==> src/rtl/fifo_consumer_if.sv <==
// Consumer-side port of a synchronous FIFO: empty flag, pop strobe and registered read data.
// The draining block takes the master modport; the FIFO takes the slave modport.
interface fifo_consumer_if #(
    parameter int DATA_WIDTH = 16
);
    logic                  empty;
    logic                  r_en;
    logic [DATA_WIDTH-1:0] data_out;

    modport master (
        input  empty,
        input  data_out,
        output r_en
    );

    modport slave (
        output empty,
        output data_out,
        input  r_en
    );
endinterface

==> src/rtl/fifo_consumer.sv <==
// Drains a sync FIFO into a single-port SRAM in arbitrated bursts, walking the address
// down by addr_nstep from addr_begin to addr_end, then pulsing done.
module fifo_consumer #(
    parameter int DATA_WIDTH = 16,
    parameter int ADDR_WIDTH = 20,
    parameter int BURST_SIZE = 4
) (
    input  logic                  clk,
    input  logic                  rstn,
    input  logic                  enb,
    output logic                  done,
    output logic                  request,
    input  logic                  grant,
    input  logic [ADDR_WIDTH-1:0] addr_begin,
    input  logic [ADDR_WIDTH-1:0] addr_nstep,
    input  logic [ADDR_WIDTH-1:0] addr_end,
    fifo_consumer_if.master       consumer,
    output logic                  to_buffer_cs,
    output logic                  to_buffer_oe,
    output logic [ADDR_WIDTH-1:0] to_buffer_addr,
    input  logic [DATA_WIDTH-1:0] to_buffer_R_data,
    output logic                  to_buffer_W_req,
    output logic [DATA_WIDTH-1:0] to_buffer_W_data
);

    localparam logic                  CS_ENB     = 1'b1;
    localparam logic                  CS_DIS     = 1'b0;
    localparam logic                  OE_DIS     = 1'b0;
    localparam logic                  WREQ_ENB   = 1'b1;
    localparam logic                  WREQ_DIS   = 1'b0;
    localparam logic [DATA_WIDTH-1:0] EMPTY_DATA = '0;

    localparam int               CNT_W    = $clog2(BURST_SIZE + 1);
    localparam logic [CNT_W-1:0] LAST_CNT = CNT_W'(BURST_SIZE - 1);

    typedef enum logic [2:0] {
        S_IDLE,
        S_WAIT,
        S_BURST,
        S_DRAIN,
        S_DONE
    } state_t;

    state_t                  state;
    logic [CNT_W-1:0]        pop_cnt;
    logic [ADDR_WIDTH-1:0]   pop_addr;
    logic                    last;
    logic                    wr_valid;
    logic                    pop;
    logic                    unused_r_data;

    // The buffer is write-only from this side.
    assign unused_r_data = ^to_buffer_R_data;
    assign to_buffer_oe  = OE_DIS;

    // Request and pop follow the FIFO flag in the same cycle so no word is popped from an empty FIFO.
    always_comb begin
        request = 1'b0;
        pop     = 1'b0;
        case (state)
            S_WAIT:  request = ~consumer.empty;
            S_BURST: begin
                request = 1'b1;
                pop     = ~consumer.empty;
            end
            default: begin
                request = 1'b0;
                pop     = 1'b0;
            end
        endcase
    end

    assign consumer.r_en = pop;

    always_ff @(posedge clk) begin
        if (!rstn) begin
            state          <= S_IDLE;
            done           <= 1'b0;
            pop_cnt        <= '0;
            pop_addr       <= '0;
            last           <= 1'b0;
            wr_valid       <= 1'b0;
            to_buffer_addr <= '0;
        end else begin
            done     <= 1'b0;
            wr_valid <= pop;
            if (pop) begin
                to_buffer_addr <= pop_addr;
            end
            case (state)
                S_IDLE: begin
                    if (enb) begin
                        pop_addr <= addr_begin;
                        last     <= 1'b0;
                        state    <= S_WAIT;
                    end
                end
                S_WAIT: begin
                    if (grant && !consumer.empty) begin
                        pop_cnt <= '0;
                        state   <= S_BURST;
                    end
                end
                // Leave the burst on the final address or when the burst quota is used up.
                S_BURST: begin
                    if (pop) begin
                        pop_cnt  <= pop_cnt + 1'b1;
                        pop_addr <= pop_addr - addr_nstep;
                        if (pop_addr == addr_end) begin
                            last  <= 1'b1;
                            state <= S_DRAIN;
                        end else if (pop_cnt == LAST_CNT) begin
                            state <= S_DRAIN;
                        end
                    end
                end
                S_DRAIN: begin
                    if (last) begin
                        done  <= 1'b1;
                        state <= S_DONE;
                    end else begin
                        state <= S_WAIT;
                    end
                end
                S_DONE: begin
                    state <= S_IDLE;
                end
                default: begin
                    state <= S_IDLE;
                end
            endcase
        end
    end

    // A word popped last cycle is now on data_out and is written straight through.
    always_comb begin
        to_buffer_cs     = CS_DIS;
        to_buffer_W_req  = WREQ_DIS;
        to_buffer_W_data = EMPTY_DATA;
        if (wr_valid) begin
            to_buffer_cs     = CS_ENB;
            to_buffer_W_req  = WREQ_ENB;
            to_buffer_W_data = consumer.data_out;
        end
    end

endmodule

==> src/flat_wrapper.sv <==
// flat-port wrapper written by rule: the top's interface ports become plain ports
module fifo_consumer_flat 
#(
    parameter int DATA_WIDTH = 16,
    parameter int ADDR_WIDTH = 20,
    parameter int BURST_SIZE = 4
)
  (clk, rstn, enb, done, request, grant, addr_begin, addr_nstep, addr_end, to_buffer_cs, to_buffer_oe, to_buffer_addr, to_buffer_R_data, to_buffer_W_req, to_buffer_W_data, consumer_empty, consumer_data_out, consumer_r_en);
  fifo_consumer_if #(.DATA_WIDTH(DATA_WIDTH)) consumer_i ();
  input  logic clk;
  input  logic rstn;
  input  logic enb;
  output logic done;
  output logic request;
  input  logic grant;
  input  logic [ADDR_WIDTH-1:0] addr_begin;
  input  logic [ADDR_WIDTH-1:0] addr_nstep;
  input  logic [ADDR_WIDTH-1:0] addr_end;
  output logic to_buffer_cs;
  output logic to_buffer_oe;
  output logic [ADDR_WIDTH-1:0] to_buffer_addr;
  input  logic [DATA_WIDTH-1:0] to_buffer_R_data;
  output logic to_buffer_W_req;
  output logic [DATA_WIDTH-1:0] to_buffer_W_data;
  input wire logic [$bits(consumer_i.empty)-1:0] consumer_empty;
  input wire logic [$bits(consumer_i.data_out)-1:0] consumer_data_out;
  output wire logic [$bits(consumer_i.r_en)-1:0] consumer_r_en;
  assign consumer_i.empty = consumer_empty;
  assign consumer_i.data_out = consumer_data_out;
  assign consumer_r_en = consumer_i.r_en;
  fifo_consumer #(.DATA_WIDTH(DATA_WIDTH), .ADDR_WIDTH(ADDR_WIDTH), .BURST_SIZE(BURST_SIZE)) u_core (.clk(clk), .rstn(rstn), .enb(enb), .done(done), .request(request), .grant(grant), .addr_begin(addr_begin), .addr_nstep(addr_nstep), .addr_end(addr_end), .consumer(consumer_i), .to_buffer_cs(to_buffer_cs), .to_buffer_oe(to_buffer_oe), .to_buffer_addr(to_buffer_addr), .to_buffer_R_data(to_buffer_R_data), .to_buffer_W_req(to_buffer_W_req), .to_buffer_W_data(to_buffer_W_data));
endmodule
==> config.mk <==
export PLATFORM = sky130hd
export DESIGN_NAME = fifo_consumer_flat
export DESIGN_NICKNAME = d
export VERILOG_FILES = /design/src/rtl/fifo_consumer_if.sv /design/src/rtl/fifo_consumer.sv /design/src/flat_wrapper.sv
export SDC_FILE = /design/constraint.sdc
export NUM_CORES = 1
export LEC_CHECK = 0
export CORE_MARGIN = 5
export CORE_UTILIZATION = 55
export DETAILED_ROUTE_END_ITERATION = 8
export DONT_BUFFER_PORTS = 1
export PLACE_DENSITY_LB_ADDON = 0.25
export SYNTH_ARGS = -nofsm -noshare
export SYNTH_HDL_FRONTEND = slang
export SYNTH_SLANG_ARGS = --single-unit
==> constraint.sdc <==
create_clock -name clk -period 3.64 [get_ports clk]
set_input_delay 0.728 -clock clk [delete_from_list [all_inputs] [get_ports clk]]
set_output_delay 0.728 -clock clk [all_outputs]
set_load 0.02 [all_outputs]
==> summary.json, run 1 <==
{
  "area_growth_from_synthesis_to_layout_pct": 3.01,
  "die_height_um": 88.8,
  "tritoncts_num_sinks": 49,
  "avgRoutedWirePerCell_um": 18.5,
  "antenna_found_initial": 0,
  "final_max_slew_viol_count": 0,
  "setup_violations": 0,
  "yosysTopAreaCellShare_pct": 28.7,
  "finalWirelength_um": 9420,
  "cts_root_buf": "sky130_fd_sc_hd__clkbuf_8",
  "highest-signal-layer": "met4",
  "die_w_um": 88.8,
  "initial_core_util_pct": 57.0,
  "critPathArrivalTime_ns": 2.94,
  "cpLargestDelayFamily": "compound AO/OA/AOI/OAI gates",
  "nFillCells": 556,
  "timing.critical_path.fanout_max": 4,
  "worst_hold_path_type": "flop to flop",
  "start_kind": "flop",
  "fmax_mhz": 366,
  "final_period_minus_worst_setup_slack_ns": 2.74,
  "design.portCount": 139,
  "cts_tree": "done",
  "irDropWorstVdd_mv": 0.184,
  "rr_worst_depth": 11,
  "ctsHoldBuffers": 0,
  "n_diodes": 0,
  "critical_path.max_stage_delay_ns": 0.41,
  "regToRegEndpoint": "u_core.pop_addr[14]",
  "largest_net_degree_at_the_start_of_global_routing": 25,
  "rr_startpoint": "u_core.pop_addr[0]",
  "synth_cells": 442,
  "cts.repair_timing.setup_buffer_count": 0,
  "globalRouteTotalUtil_pct": 23.4,
  "detailroute.wirelength.met3_um": 561,
  "gr-total-overflow": 0,
  "cts.repair.resized": 0,
  "drtIter0Drc": 172,
  "final_hold_violation_count": 0,
  "via_count_of_the_first_global_routing_pass": 2857,
  "proportion_of_synthesized_chip_area_in_sequential_cells_pct": 28.7,
  "max_slew_margin_pct": 53.5,
  "synth_top_cells_by_count": "sky130_fd_sc_hd__nand2_1, sky130_fd_sc_hd__a21oi_1, sky130_fd_sc_hd__dfxtp_1",
  "clock_tree.htree_level_count": 2,
  "dr.pass1.iters": 4,
  "crit_path_cells": "inv_1 > ha_1 > inv_1 > fa_1 > a21o_2 > a21oi_2 > o21ai_2 > a221oi_2 > o211ai_2 > xnor2_1 > a2111oi_2",
  "dr_total_vias": 3016,
  "numCtsBuffers": 5,
  "synthDominantAreaCellType": "sky130_fd_sc_hd__dfxtp_1",
  "worst_skew_pair.late_latency_ns": 0.31,
  "clkSlewWorstSetupHoldPaths_ns": 0.10,
  "finalWeightedCongestion": 0.920,
  "synthesis.area_per_instance_um2": 7.72,
  "hold_end": "u_core.pop_cnt[0]",
  "critical_path.most_common_cell": "sky130_fd_sc_hd__inv_1",
  "rows": 28,
  "cts_max_path_buffers": 2,
  "synthFlopType": "sky130_fd_sc_hd__dfxtp_1",
  "route.met2.wl_um": 4560,
  "critPathSlowestCell": "sky130_fd_sc_hd__fa_1",
  "grt_setup_unrepaired": "false",
  "setup.worst_path.end_class": "flop",
  "powerDensity_nw_per_um2": 372,
  "yosysUniqueCellTypes": 61,
  "port-buffer-count": 0,
  "drive_gt1_share_pct": 8.08,
  "run_status": "finished, final reports clean",
  "wl_met1_um": 4170,
  "worst_pin_slew_ns": 0.697,
  "wire_length_of_the_first_global_routing_pass_um": 14400,
  "multi_input_gate_area_um2": 2190,
  "post_drt_via_cell_ratio": 5.94,
  "most_common_cell_in_the_synthesized_netlist": "sky130_fd_sc_hd__nand2_1",
  "final_antenna_net_count": 0,
  "post_synthesis_net_count": 561,
  "seq_area_um2": 981,
  "leakagePower_uw": 0.00139,
  "critPathRequiredTime_ns": 3.85,
  "postSynthRegisterBits": 49,
  "summed_instance_area_of_the_synthesized_netlist_um2": 3410,
  "place_hpwl_um": 7370,
  "synth_top_cells_by_area": "sky130_fd_sc_hd__dfxtp_1, sky130_fd_sc_hd__nand2_1, sky130_fd_sc_hd__ha_1, sky130_fd_sc_hd__a21oi_1, sky130_fd_sc_hd__xnor2_1",
  "final_util_pct": 58.7,
  "die-area_um2": 7880,
  "asyncSetResetFlopFracSynth_pct": 0,
  "totalNegativeSetupSlack_ns": 0,
  "post-route-drc-count": 0,
  "maxCapViolCount": 0,
  "worst-path-buf-inv": 2,
  "setup.reg_to_reg.worst_slack_ns": 0.90,
  "final_critical_path_share_of_the_clock_period_pct": 75.2,
  "core_um2": 5990,
  "critical_setup_path_kind": "flop to flop",
  "synth_enable_flop_cells": 0,
  "worst_hold_startpoint": "u_core.pop_cnt[0]",
  "clock_tree_skew_after_final_layout_ns": 0.0104,
  "fin_nets": 551,
  "timing.hold.worst_path_depth": 1,
  "synthesis.yosys.warnings": 0
}
## placed cells by master, fill, tap and decap left out, drive strengths merged, types with 4 or more instances in the layout
cell type   n
nand3       8
a21o       11
ha         21
a311oi      5
a21oi      53
and4        4
inv        27
or3         4
o211ai      7
buf         7
nand4       7
a221oi      4
nand2      77
a211oi      7
dfxtp      49
xor2       11
o21ai      19
xnor2      22
and2       19
nor3        9
clkbuf      5
nor2       19
## power breakdown
group	internal (µW)	switching, µW	leakage (µW)
clock network	137	201	0.0000445
registers	562	46.1	0.000399
logic	151	209	0.000947
total	851	457	0.00139
## how the worst max path moves through the flow
stage | start | end | slack, ns | cells past startpoint
after floorplan | addr_nstep[0] | u_core.pop_addr[14] | 0.82 | 10
after global placement | addr_nstep[0] | u_core.pop_addr[14] | 0.67 | 10
after detailed placement | addr_nstep[0] | u_core.pop_addr[14] | 0.62 | 10
after CTS | u_core.pop_addr[0] | u_core.pop_addr[14] | 0.90 | 11
after global routing | u_core.pop_addr[0] | u_core.pop_addr[14] | 0.73 | 11
final | u_core.pop_addr[0] | u_core.pop_addr[14] | 0.90 | 11
## cells by family after synthesis
logic type,synth area share [%]
buf+inv,7.15
mux,0.293
compound gates,23.9
simple gates,23.1
xor+xnor,8.47
flops,28.7
other cells,0.110
fa+ha+maj,8.29
## state kept, by name (all words and copies together) (netlist names)
signal                 flops
u_core.to_buffer_addr     20
u_core.last                1
u_core.pop_addr           20
u_core.done                1
u_core.state               3
u_core.wr_valid            1
u_core.pop_cnt             3
## routing by layer
metal / vias up / GRT usage (%)
met3: 11 / 3.63
met4: 0 / 6.59
li1: 1518 / -
met2: 82 / 38.3
met1: 1405 / 31.8
met5: - / 0
## stage by stage
step	cell area, µm²	power (µW)	hold slack [ns]	setup slack [ns]	cells
2_1_floorplan	3410	913	0.444	0.823	442
3_3_place_gp	3420	971	0.460	0.672	500
3_5_place_dp	3420	977	0.471	0.621	500
4_1_cts	3510	1310	0.486	0.904	508
5_1_grt	3510	1390	0.516	0.733	508
6_report	3510	1310	0.485	0.904	508
## final cells by class
type	instances	share of cell area, %
clock buffers	5	1.96
repair buffers	7	1.50
clock inverters	3	0.605
well taps	75	2.67
flip-flops and latches	49	27.9
inverters	28	2.99
multi-input cells	341	62.4
## worst register-to-register path, delay by kind of cell, from the launching register on
kind | cells | cell delay [ns]
AOI/OAI and AO/OA | 6 | 1.41
xor gates and xnor gates | 1 | 0.17
adders and majority gates | 2 | 0.56
buffers and inverters | 2 | 0.12
DFF | 1 | 0.36
(Power assumes the default switching activity.)
==> inputs of run 2 (changes only) <==
==> constraint.sdc (replaced) <==
create_clock -name clk -period 2.2 [get_ports clk]
set_input_delay 0.44 -clock clk [delete_from_list [all_inputs] [get_ports clk]]
set_output_delay 0.44 -clock clk [all_outputs]
set_load 0.02 [all_outputs]
==> run 2 against run 1 <==
Against the previous run:
- the run now ends with setup timing left
- worst setup slack worse by 1.1 ns
- design area rose by 14%
- hold slack worse by 0.25 ns
- via count increased by 10%
- final cell count up 8.9%
- combinational power is 130% higher
- clock skew decreased by 0.0071 ns
- clock-buffer cell count is 1 higher
- global-route usage increased by 2.1 points
- core utilization up 8.3 points
- critical endpoint is now u_core.pop_addr[12]
- highest routed layer unchanged
==> summary.json, run 2 (synthesized netlist as in run 1, its figures left out) <==
{
  "avgRoutedWirePerCell_um": 18.7,
  "largest_net_degree_at_the_start_of_global_routing": 25,
  "leakagePower_uw": 0.00165,
  "place.detailed.instances": 543,
  "worst_skew_pair.late_latency_ns": 0.31,
  "filler_free_cell_count_of_the_finished_design": 553,
  "final_hold_violation_count": 0,
  "critical_path.most_common_cell": "sky130_fd_sc_hd__inv_2",
  "timing.hold.worst_path_depth": 1,
  "most_used_cells_in_the_layout_excluding_fill_and_tap_cells": "sky130_fd_sc_hd__nand2_1, sky130_fd_sc_hd__buf_4, sky130_fd_sc_hd__a21oi_1, sky130_fd_sc_hd__dfxtp_1, sky130_fd_sc_hd__inv_1",
  "cts_tree": "done",
  "clkSlewWorstSetupHoldPaths_ns": 0.09,
  "post_drt_via_cell_ratio": 6.01,
  "drive_gt1_share_pct": 20.1,
  "design.portCount": 139,
  "setup_violations": 6,
  "timing.critical_path.fanout_max": 3,
  "fin_nets": 596,
  "wire_length_of_the_first_global_routing_pass_um": 15600,
  "die_height_um": 88.8,
  "port-buffer-count": 0,
  "via_count_of_the_first_global_routing_pass": 3221,
  "dr_total_vias": 3322,
  "most_common_cell_after_layout_fill_and_taps_aside": "sky130_fd_sc_hd__nand2_1",
  "drtIter0Drc": 245,
  "critical_setup_path_kind": "flop to flop",
  "worst_pin_slew_ns": 0.543,
  "critPathRequiredTime_ns": 2.41,
  "crit_path_cells": "inv_2 > ha_4 > inv_2 > fa_2 > a21o_4 > a21oi_4 > o21ai_2 > a221oi_4 > o21a_1 > xor2_1 > a2111oi_2",
  "final_antenna_net_count": 0,
  "clock_tree_skew_after_final_layout_ns": 0.00330,
  "final_util_pct": 67.0,
  "final_max_slew_viol_count": 0,
  "maxCapViolCount": 0,
  "final_period_minus_worst_setup_slack_ns": 2.42,
  "cts_root_buf": "sky130_fd_sc_hd__clkbuf_8",
  "n_diodes": 0,
  "core_um2": 5990,
  "clock_tree.htree_level_count": 2,
  "place_hpwl_um": 7990,
  "die-area_um2": 7880,
  "gr-total-overflow": 0,
  "max_slew_margin_pct": 63.6,
  "finalWirelength_um": 10300,
  "rows": 28,
  "initial_core_util_pct": 57.0,
  "run_status": "finished, violations left",
  "violations": "setup timing",
  "dr.pass1.iters": 5,
  "critical_path.max_stage_delay_ns": 0.34,
  "cts_max_path_buffers": 2,
  "globalRouteTotalUtil_pct": 25.5,
  "grt_setup_unrepaired": "true",
  "antenna_found_initial": 0,
  "hold_slack_ns": 0.238,
  "fmax_mhz": 413,
  "critPathSlowestCell": "sky130_fd_sc_hd__fa_2",
  "finalWeightedCongestion": 0.870,
  "tritoncts_num_sinks": 49,
  "area_growth_from_synthesis_to_layout_pct": 17.6,
  "start_kind": "flop",
  "setup.worst_path.end_class": "flop",
  "die_w_um": 88.8,
  "rr_worst_depth": 11,
  "final_critical_path_setup_slack_ns": -0.220,
  "placement.setup.worst_slack_ns": -0.310,
  "critPathArrivalTime_ns": 2.63,
  "worst_hold_path_type": "input pin to flop",
  "final_critical_path_share_of_the_clock_period_pct": 110,
  "powerDensity_nw_per_um2": 625,
  "irDropWorstVdd_mv": 0.337,
  "post-route-drc-count": 0,
  "numCtsBuffers": 5,
  "registers_with_the_most_flip_flops": "u_core.pop_addr: 20 flops, u_core.to_buffer_addr: 20 flops"
}
## run 2: metrics by stage
stage,TNS (ns),area (µm²),total power (µW)
2_1_floorplan,-0.470,3430,1520
3_3_place_gp,-1.83,3770,1730
3_5_place_dp,-2.16,3770,1750
4_1_cts,-0.380,3940,2460
5_1_grt,-1.47,4010,2630
6_report,-0.814,4010,2510
## run 2: cell type report
cell class	count	area, µm²
repair buffers	52	390
flip-flops and latches	49	985
clock inverters	2	37.5
multi-input cells	341	2320
clock buffers	6	82.6
inverters	28	105
fillers	523	1980
well taps	75	93.8
## run 2: power by group
part / leakage, µW / total (µW) / internal, µW / switching (µW)
logic: 0.00119 / 834 / 383 / 451
clock network: 0.0000574 / 697 / 370 / 326
registers: 0.000401 / 978 / 931 / 46.4
total: 0.00165 / 2510 / 1680 / 824
## run 2: path summary, 6_finish.rpt
kind	startpoint	end	slack, ns
worst max register to register	u_core.pop_addr[0]	u_core.pop_addr[12]	-0.22
worst max-delay path	u_core.pop_addr[0]	u_core.pop_addr[12]	-0.22
worst min-delay path	enb	u_core.last	0.24
worst min register to register	u_core.pop_cnt[1]	u_core.pop_cnt[1]	0.49
## run 2: timing repair
action,CTS,global route
hold buffers,0,0
setup buffers,1,1
endpoints found under the setup margin,13,12
resized for setup,8,13
pin swaps,11,12
## run 2: critical path: cells and delay by family, from the launching register on
kind | cells | cell delay (ns)
AO/OA/AOI/OAI | 6 | 1.35
adder cells (fa/ha/maj) | 2 | 0.46
flip-flops | 1 | 0.33
buffers and inverters | 2 | 0.08
XOR/XNOR | 1 | 0.08
## run 2: metal layers
metal  vias to the layer above  share of wire [%]  global-route usage [%]
li1                       1609                  -                       -
met2                       157                 48                    43.3
met5                         -                  0                       0
met4                         0                2.6                    7.83
met1                      1525                 40                    33.8
met3                        31                8.6                    2.79
==> inputs of run 3 (changes only) <==
--- a/config.mk
+++ b/config.mk
@@ -10,6 +10,7 @@
 export DETAILED_ROUTE_END_ITERATION = 8
 export DONT_BUFFER_PORTS = 1
 export PLACE_DENSITY_LB_ADDON = 0.25
+export RECOVER_POWER = 25
 export SYNTH_ARGS = -nofsm -noshare
 export SYNTH_HDL_FRONTEND = slang
 export SYNTH_SLANG_ARGS = --single-unit
==> run 3 against run 2 <==
Against the previous run:
- the run still ends with setup timing left
- critical path depth is the same
- sequential cell count is the same
- clock-buffer cell count is the same
- clock skew is the same
- register-to-register slack is essentially flat
- first-iteration DRC count is the same
- sequential power is essentially flat
- clock power is essentially flat
- design area is essentially flat
- critical endpoint unchanged
- largest power group unchanged
==> summary.json, run 3 (synthesized netlist as in run 1, its figures left out) <==
{
  "max_slew_margin_pct": 63.6,
  "final_critical_path_share_of_the_clock_period_pct": 110,
  "worst_pin_slew_ns": 0.543,
  "cts_tree": "done",
  "finalWeightedCongestion": 0.870,
  "rows": 28,
  "clock_tree_skew_after_final_layout_ns": 0.00330,
  "most_used_cells_in_the_layout_excluding_fill_and_tap_cells": "sky130_fd_sc_hd__nand2_1, sky130_fd_sc_hd__buf_4, sky130_fd_sc_hd__a21oi_1, sky130_fd_sc_hd__dfxtp_1, sky130_fd_sc_hd__inv_1",
  "irDropWorstVdd_mv": 0.337,
  "seq_area_um2": 983,
  "die-area_um2": 7880,
  "dr.pass1.iters": 5,
  "crit_start": "u_core.pop_addr[0]",
  "setup_violations": 7,
  "start_kind": "flop",
  "die_height_um": 88.8,
  "fmax_mhz": 413,
  "maxCapViolCount": 0,
  "port-buffer-count": 0,
  "setup.worst_path.end_class": "flop",
  "worst_skew_pair.late_latency_ns": 0.31,
  "design.portCount": 139,
  "post_drt_via_cell_ratio": 6.01,
  "placement.setup.worst_slack_ns": -0.310,
  "critical_setup_path_kind": "flop to flop",
  "die_w_um": 88.8,
  "globalRouteTotalUtil_pct": 25.5,
  "drive_gt1_share_pct": 19.9,
  "critPathRequiredTime_ns": 2.41,
  "wire_length_of_the_first_global_routing_pass_um": 15600,
  "cts_max_path_buffers": 2,
  "worst_hold_path_type": "input pin to flop",
  "numCtsBuffers": 5,
  "final_critical_path_setup_slack_ns": -0.220,
  "antenna_found_initial": 0,
  "tritoncts_num_sinks": 49,
  "finalWirelength_um": 10300,
  "run_status": "finished, violations left",
  "gr-total-overflow": 0,
  "clock_tree.htree_level_count": 2,
  "place_hpwl_um": 7990,
  "grt_setup_unrepaired": "true",
  "nFillCells": 522,
  "avgRoutedWirePerCell_um": 18.7,
  "initial_core_util_pct": 57.0,
  "final_period_minus_worst_setup_slack_ns": 2.42,
  "totalNegativeSetupSlack_ns": -0.851,
  "worst_hold_startpoint": "enb",
  "n_diodes": 0,
  "final_max_slew_viol_count": 0,
  "ctsHoldBuffers": 0,
  "core_um2": 5990,
  "final_hold_violation_count": 0,
  "cts_root_buf": "sky130_fd_sc_hd__clkbuf_8",
  "rr_startpoint": "u_core.pop_addr[0]",
  "powerDensity_nw_per_um2": 625,
  "leakagePower_uw": 0.00165,
  "place.detailed.instances": 543,
  "clkSlewWorstSetupHoldPaths_ns": 0.09,
  "critPathArrivalTime_ns": 2.63,
  "final_antenna_net_count": 0,
  "fin_nets": 596,
  "filler_free_cell_count_of_the_finished_design": 553,
  "via_count_of_the_first_global_routing_pass": 3221,
  "multi_input_gate_area_um2": 2320,
  "violations": "setup timing",
  "timing.critical_path.fanout_max": 3,
  "registers_with_the_most_flip_flops": "u_core.pop_addr: 20 flops, u_core.to_buffer_addr: 20 flops",
  "post-route-drc-count": 0,
  "largest_net_degree_at_the_start_of_global_routing": 25,
  "area_growth_from_synthesis_to_layout_pct": 17.5,
  "drtIter0Drc": 245,
  "most_common_cell_after_layout_fill_and_taps_aside": "sky130_fd_sc_hd__nand2_1",
  "dr_total_vias": 3322
}
run 3: report_power, final:
part | switching [µW] | internal, µW
clock | 326 | 370
sequential | 46.4 | 931
combinational | 451 | 383
total | 824 | 1680
run 3: final timing paths:
check | to | slack (ns) | depth (start not counted)
worst max-delay path | u_core.pop_addr[12] | -0.22 | 11
worst min-delay path | u_core.last | 0.24 | 1
worst max register to register | u_core.pop_addr[12] | -0.22 | 11
worst min register to register | u_core.pop_cnt[1] | 0.49 | 2
run 3: metrics by stage:
stage                     hold WS (ns)  total power (µW)  utilization (%)  instance area, µm²
after global placement           0.459              1730             62.9                3770
after global routing             0.234              2630             66.9                4010
after CTS                        0.238              2460             65.7                3940
after floorplan                  0.444              1520                -                3430
final                            0.238              2510             66.9                4010
after detailed placement         0.470              1750             62.9                3770
run 3: critical path: stages, from the launching register on:
cell and delay [ns]:
sky130_fd_sc_hd__dfxtp_2 0.33, sky130_fd_sc_hd__inv_2 0.05, sky130_fd_sc_hd__ha_4 0.12, sky130_fd_sc_hd__inv_2 0.03, sky130_fd_sc_hd__fa_2 0.34, sky130_fd_sc_hd__a21o_4 0.22
sky130_fd_sc_hd__a21oi_4 0.16, sky130_fd_sc_hd__o21ai_2 0.11, sky130_fd_sc_hd__a221oi_4 0.34, sky130_fd_sc_hd__o21a_1 0.19, sky130_fd_sc_hd__xor2_1 0.08, sky130_fd_sc_hd__a2111oi_2 0.33
run 3: final cells by class:
class | instances | area share, %
flip-flops and latches | 49 | 24.5
inverters | 28 | 2.62
clock inverters | 2 | 0.936
clock buffers | 6 | 2.06
multi-input cells | 341 | 57.8
well taps | 75 | 2.34
repair buffers | 52 | 9.73
run 3: per-layer routing:
layer	vias up	share of wire (%)	GRT usage (%)
met2	157	48	43.3
met3	31	8.6	2.79
met5	-	0	0
met1	1525	40	33.8
met4	0	2.6	7.83
li1	1609	-	-
run 3: what timing repair did:
action	4_1_cts	5_1_grt
gates resized for setup	8	13
pin swaps	11	12
buffers inserted	1	1
setup endpoints to repair	13	12
